<file path="src/rtl/vme_system_arbiter_pkg.sv">
// vme_system_arbiter_pkg: shared encodings and level selection for the slot-1 arbiter.
package vme_system_arbiter_pkg;
   localparam logic ACTIVE = 1'b0;
   localparam logic INACTIVE = 1'b1;
   localparam int ARB_MODE_PRI = 0;
   localparam int ARB_MODE_RRS = 1;
   typedef enum logic [1:0] {IDLE, GRANT, OWNED, RELEASE} arb_state_t;
   // req is active high; the candidate scanned first wins, so the loop runs last-to-first
   function automatic logic [1:0] pick_level(input logic [3:0] req, input logic [1:0] ptr,
                                             input logic rrs);
      logic [1:0] lvl;
      pick_level = 2'd0;
      for (int i = 4; i >= 1; i--) begin
         lvl = rrs ? ptr - 2'(i) : 2'(4 - i);
         if (req[lvl]) pick_level = lvl;
      end
   endfunction
endpackage

</file>
<file path="src/rtl/vme_bus_timer.sv">
// vme_bus_timer: data-transfer bus timer; drives BERR* when a strobe goes unanswered.
module vme_bus_timer
   import vme_system_arbiter_pkg::*;
#(
   parameter int BUS_TIMEOUT = 128,
   parameter int TIMER_WIDTH = 8
) (
   input  logic       clock,
   input  logic       reset,
   input  logic [1:0] ds,
   input  logic       dtack,
   input  logic       berr_in,
   output logic       berr_out,
   output logic       timeout
);
   localparam logic [TIMER_WIDTH-1:0] BUS_LAST = TIMER_WIDTH'(BUS_TIMEOUT - 1);
   logic [TIMER_WIDTH-1:0] count;
   logic strobe, waiting, fire;
   assign strobe = ds != 2'b11;
   assign waiting = strobe && dtack && berr_in;
   // terminal count wins over a reply arriving the same clock; berr_out blocks a refire
   assign fire = count == BUS_LAST && berr_out;
   always_ff @(posedge clock) begin
      if (!reset) begin
         count <= '0;
         berr_out <= INACTIVE;
         timeout <= 1'b0;
      end else begin
         count <= !waiting ? '0 : count == BUS_LAST ? count : count + 1'b1;
         timeout <= fire;
         berr_out <= fire ? ACTIVE : !strobe ? INACTIVE : berr_out;
      end
   end
endmodule

</file>
<file path="src/rtl/vme_system_arbiter.sv">
// vme_system_arbiter: VME slot-1 system controller; BR3..BR0 arbitration (PRI or RRS)
// plus the data-transfer bus timer.
module vme_system_arbiter
   import vme_system_arbiter_pkg::*;
#(
   parameter int ARB_MODE    = 0,
   parameter int ARB_TIMEOUT = 32,
   parameter int BUS_TIMEOUT = 128,
   parameter int TIMER_WIDTH = 8
) (
   input  logic       clock,
   input  logic       reset,
   input  logic [3:0] vme_bus_request,
   input  logic       vme_bus_busy,
   output logic [3:0] vme_bus_grant_out,
   output logic       vme_bus_clear,
   input  logic [1:0] vme_ds,
   input  logic       vme_dtack,
   input  logic       vme_berr_in,
   output logic       vme_berr_out,
   output logic [1:0] owner_level,
   output logic       bus_owned,
   output logic       bus_timeout
);
   localparam logic [TIMER_WIDTH-1:0] ARB_LAST = TIMER_WIDTH'(ARB_TIMEOUT - 1);
   logic [8:0] meta, synced;
   logic [3:0] req;
   logic bus_free;
   logic [1:0] sel, rr_ptr;
   logic [TIMER_WIDTH-1:0] arb_cnt;
   arb_state_t state;
   assign req = ~synced[8:5];
   assign bus_free = synced[4];
   assign sel = pick_level(req, rr_ptr, ARB_MODE == ARB_MODE_RRS);
   // two-flop synchronisers for every backplane input, idle-high out of reset
   always_ff @(posedge clock) begin
      if (!reset) begin
         meta <= '1;
         synced <= '1;
      end else begin
         meta <= {vme_bus_request, vme_bus_busy, vme_ds, vme_dtack, vme_berr_in};
         synced <= meta;
      end
   end
   always_ff @(posedge clock) begin
      if (!reset) begin
         state <= IDLE;
         vme_bus_grant_out <= 4'hF;
         vme_bus_clear <= INACTIVE;
         owner_level <= 2'd0;
         rr_ptr <= 2'd0;
         arb_cnt <= '0;
         bus_owned <= 1'b0;
      end else begin
         case (state)
            IDLE: if (|req && bus_free) begin
               owner_level <= sel;
               vme_bus_grant_out <= ~(4'b0001 << sel);
               arb_cnt <= '0;
               state <= GRANT;
            end
            GRANT: if (!bus_free) begin
               vme_bus_grant_out <= 4'hF;
               bus_owned <= 1'b1;
               rr_ptr <= owner_level;
               state <= OWNED;
            end else if (arb_cnt == ARB_LAST) begin
               vme_bus_grant_out <= 4'hF;
               state <= IDLE;
            end else arb_cnt <= arb_cnt + 1'b1;
            // BCLR latches on a higher request and is only dropped when the owner lets go
            OWNED: if (bus_free) begin
               bus_owned <= 1'b0;
               vme_bus_clear <= INACTIVE;
               state <= RELEASE;
            end else if (ARB_MODE == ARB_MODE_PRI && (req >> owner_level) > 4'd1)
               vme_bus_clear <= ACTIVE;
            RELEASE: state <= IDLE;
            default: state <= IDLE;
         endcase
      end
   end
   vme_bus_timer #(.BUS_TIMEOUT(BUS_TIMEOUT), .TIMER_WIDTH(TIMER_WIDTH)) bus_timer (
      .clock   (clock),
      .reset   (reset),
      .ds      (synced[3:2]),
      .dtack   (synced[1]),
      .berr_in (synced[0]),
      .berr_out(vme_berr_out),
      .timeout (bus_timeout)
   );
endmodule
</file>
<file path="config.mk">
export PLATFORM = sky130hd
export DESIGN_NAME = vme_system_arbiter
export DESIGN_NICKNAME = d
export VERILOG_FILES = /design/src/rtl/vme_system_arbiter_pkg.sv /design/src/rtl/vme_bus_timer.sv /design/src/rtl/vme_system_arbiter.sv
export SDC_FILE = /design/constraint.sdc
export NUM_CORES = 1
export LEC_CHECK = 0
export ABC_CLOCK_PERIOD_IN_PS = 3500
export BUFFER_PORTS_ARGS = -buffer_cell sky130_fd_sc_hd__buf_4
export CAP_MARGIN = 0
export CORE_MARGIN = 2
export CORE_UTILIZATION = 35
export CTS_BUF_LIST = sky130_fd_sc_hd__clkbuf_4 sky130_fd_sc_hd__clkbuf_8
export DETAILED_ROUTE_END_ITERATION = 8
export MAX_ROUTING_LAYER = met4
export SKIP_LAST_GASP = 1
export SLEW_MARGIN = 20
export SYNTH_ARGS = -nofsm -noshare
export SYNTH_HDL_FRONTEND = slang
export SYNTH_SLANG_ARGS = --single-unit
</file>
<file path="constraint.sdc">
create_clock -name clock -period 3.5 [get_ports clock]
set_input_delay 0.35 -clock clock [delete_from_list [all_inputs] [get_ports clock]]
set_output_delay 0.35 -clock clock [all_outputs]
set_load 0.01 [all_outputs]
</file>
==> metrics.md <==
| Metric | Value |
|---|---|
| Outcome | `finished, final reports clean` |
| DR DRC count | `0` |
| Data arrival, critical path | `approximately 1.9 ns` |
| LEAKAGE | `between 0.0008 and 0.0009 uW` |
| Clk_lat worst skew | `roughly 0.30 ns` |
| Routed Antenna Nets | `0` |
| MaxCap Viol Count | `0` |
| # hold bufs at CTS | `0` |
| Fin. max-slew vios | `0` |
| CP max FO | `6` |
| WL/cell | `between 10 and 15 um` |
| Net Count, Synth | `between 200 and 250` |
| F_max | `594 MHz` |
| Max VDD drop | `0.289 mV` |
| Syn Inst Count | `just under 200` |
| Pin count of the biggest net entering global routing | `33` |
| Grt total ovfl | `0` |
| Syn Area/Cell | `roughly 9.2 sq um` |
| Fin. Hold Viols | `0` |
| Vias post-DR | `1,392` |
| # fillers | `~520` |
| CTS tree | `done` |
| Die Y | `between 70 and 80 um` |
| Gpl congestion | `roughly 0.85` |
| Critical path class | `reg2reg` |
| Rows | `26` |
| Ys flop type | `dfxtp_1` |
| Period minus WS final | `approximately 1.7 ns` |
| Cts bufs inserted | `5` |
| Setup_tns | `0 ns` |
| Clk pin slew, worst setup/hold paths | `approximately 0.10 ns` |
| IO buf count | `20` |
| FF+latch area | `about 900 sq um` |
| GRT Overall Usage | `approximately an eighth` |
| Worst Max-Slew Pin Slew | `between 0.5 and 0.6 ns` |
| Area delta synth->final | `17.9%` |
| Vias in the first global route | `about 1.2k` |
| Post-synth EDFFs | `0` |
| Critical Path Sink Type | `flop` |
| First-pass GRT wire length | `5310 um` |
| Post-CTS setup buffers | `0` |
| Finish-stage setup viols | `0` |
| CP startpoint kind | `flop` |
| DP Wirelength | `2300 um` |
| WL final | `3210 um` |
| DRT Pass-1 Iters | `4` |
| Die area | `~5700 sq um` |
| Area after DPL | `about 2000 sq um` |
| Max-slew headroom | `62.5%` |
| # H-tree levels | `2` |
| Worst hold-check path type | `in2reg` |
| Yosys warnings | `0` |
| Post-synth ARST share | `0%` |
| Clock buffer depth | `2` |
| Antenna cell count | `0` |
| RSZ-0062 raised after global routing | `no` |
| Multi-input gate area in the final layout | `between 800 and 900 sq um` |
| Placeable Area | `around 5000 sq um` |
| Fraction of layout cells with a size suffix above 1 | `approximately 15%` |
| Root buf cell | `clkbuf_8` |
| Yosys cell types | `41` |
| Pwr Density | `around 460 nW/um^2` |
| I/O pin count | `21` |
| Initial Util | `around 36%` |
| Sink Count | `46` |
| Vias per cell | `between 4 and 5` |
| Initial drt markers | `slightly below 70` |
| Synthesized area | `1800 sq um` |
| Die W | `about 76 um` |
| Skew final | `~0.011 ns` |
| Fin area | `~2100 sq um` |
| Critical Path RT | `3.69 ns` |
| Initial antenna violation count | `0` |
| Register area share after synthesis | `between 50 and 60%` |
| Post-CTS sizing | `0` |
| Tcrit/Tclk final | `about half` |
| Nets | `around 230` |
| FF+latch count, synth | `46` |
-- worst max-delay path, cell delays in order (launching register included) --
cell and delay, ns:
dfxtp_1 0.42, ha_1 0.21, nand4_1 0.17, nor3_1 0.52
or4_1 0.20, a21oi_1 0.06
-- logic make-up (layout without fill, tap and decap cells) --
kind of cell / count (synthesis) / in the layout / synth area share, %
and+or+nand+nor: 94 / 94 / 28.8
DFF: 46 / 46 / 51.1
muxes: 3 / 3 / 1.67
xor gates and xnor gates: 5 / 5 / 2.43
adders and majority gates: 2 / 2 / 1.39
buffers and inverters: 10 / 35 / 2.08
AOI/OAI and AO/OA: 36 / 36 / 12.4
-- worst paths after layout --
| check | end | startpoint | slack (ns) | cells after the start |
|---|---|---|---|---|
| max | arb_cnt[3] | arb_cnt[0] | 1.82 | 5 |
| min | meta[3] | vme_ds[1] | 0.22 | 2 |
| max reg2reg | arb_cnt[3] | arb_cnt[0] | 1.82 | 5 |
| min reg2reg | synced[7] | meta[7] | 0.41 | 1 |
-- power breakdown --
part | internal, uW | total, uW | switching (uW) | leakage (uW)
clock | 148 | 339 | 191 | 0.0000495
sequential | 541 | 556 | 14.9 | 0.000376
combinational | 38.3 | 81.6 | 43.3 | 0.000387
total | 728 | 977 | 249 | 0.000813
-- flip-flops by register name (all words and copies together) (netlist names), named ones only --
register / flops
vme_bus_clear: 1
bus_timer.timeout: 1
bus_timer.berr_out: 1
arb_cnt: 8
state: 1
meta: 9
bus_owned: 1
synced: 9
vme_bus_grant_out: 4
bus_timer.count: 8
owner_level: 2
-- synthesized netlist by cell type, types with 2 or more instances --
| library cell | n | area [sq um] |
|---|---|---|
| a2111oi_0 | 2 | 17.5 |
| a21oi_1 | 8 | 40.0 |
| and3_1 | 3 | 18.8 |
| and4_1 | 2 | 17.5 |
| clkbuf_1 | 3 | 11.3 |
| dfxtp_1 | 46 | 921 |
| ha_1 | 2 | 25.0 |
| inv_1 | 6 | 22.5 |
| mux2i_1 | 3 | 30.0 |
| nand2_1 | 8 | 30.0 |
| nand2b_1 | 18 | 113 |
| nand3_1 | 7 | 35.0 |
| nand4_1 | 5 | 31.3 |
| nor2_1 | 22 | 82.6 |
| nor3_1 | 12 | 60.1 |
| nor3b_1 | 2 | 15.0 |
| nor4_1 | 3 | 18.8 |
| o211ai_1 | 2 | 15.0 |
| o21ai_0 | 12 | 60.1 |
| o31ai_1 | 4 | 30.0 |
| or4_1 | 3 | 22.5 |
| xnor2_1 | 3 | 26.3 |
| xor2_1 | 2 | 17.5 |
-- metal layers --
metal / up-vias / track usage (%) / wire length (um)
met5: - / - / 0
met4: 0 / 6.04 / 27
met3: 2 / 4.37 / 148
met2: 30 / 17.9 / 1360
met1: 610 / 16.9 / 1670
li1: 750 / - / -
-- metrics by stage --
stage	power, uW	std cells	hold slack, ns	util (%)	setup slack [ns]
after detailed placement	651	283	0.393	40.2	1.83
after CTS	992	291	0.214	42.1	1.82
final	977	291	0.220	42.1	1.82
after floorplan	620	196	0.386	-	2.02
after global routing	1030	291	0.209	42.1	1.62
after global placement	650	283	0.388	40.2	1.90
-- cells in the final DEF, fill, tap and decap left out, types with 5 or more instances in the layout --
master,netlist,final
o21ai_0,12,12
dfxtp_1,46,46
a21oi_1,8,8
nand3_1,7,7
inv_1,6,6
nand2b_1,18,18
nand4_1,5,5
buf_4,0,20
nor3_1,12,12
nand2_1,8,8
nor2_1,22,22
clkbuf_8,0,5
-- cell type report --
type / instances / share of cell area [%]
Clock buffer: 5 / 3.24
Clock inverter: 3 / 1.24
Sequential cell: 46 / 43.4
Multi-Input combinational cell: 140 / 39.7
Inverter: 7 / 1.24
Tap cell: 70 / 4.13
Timing Repair Buffer: 20 / 7.08
(Power assumes the default switching activity.)
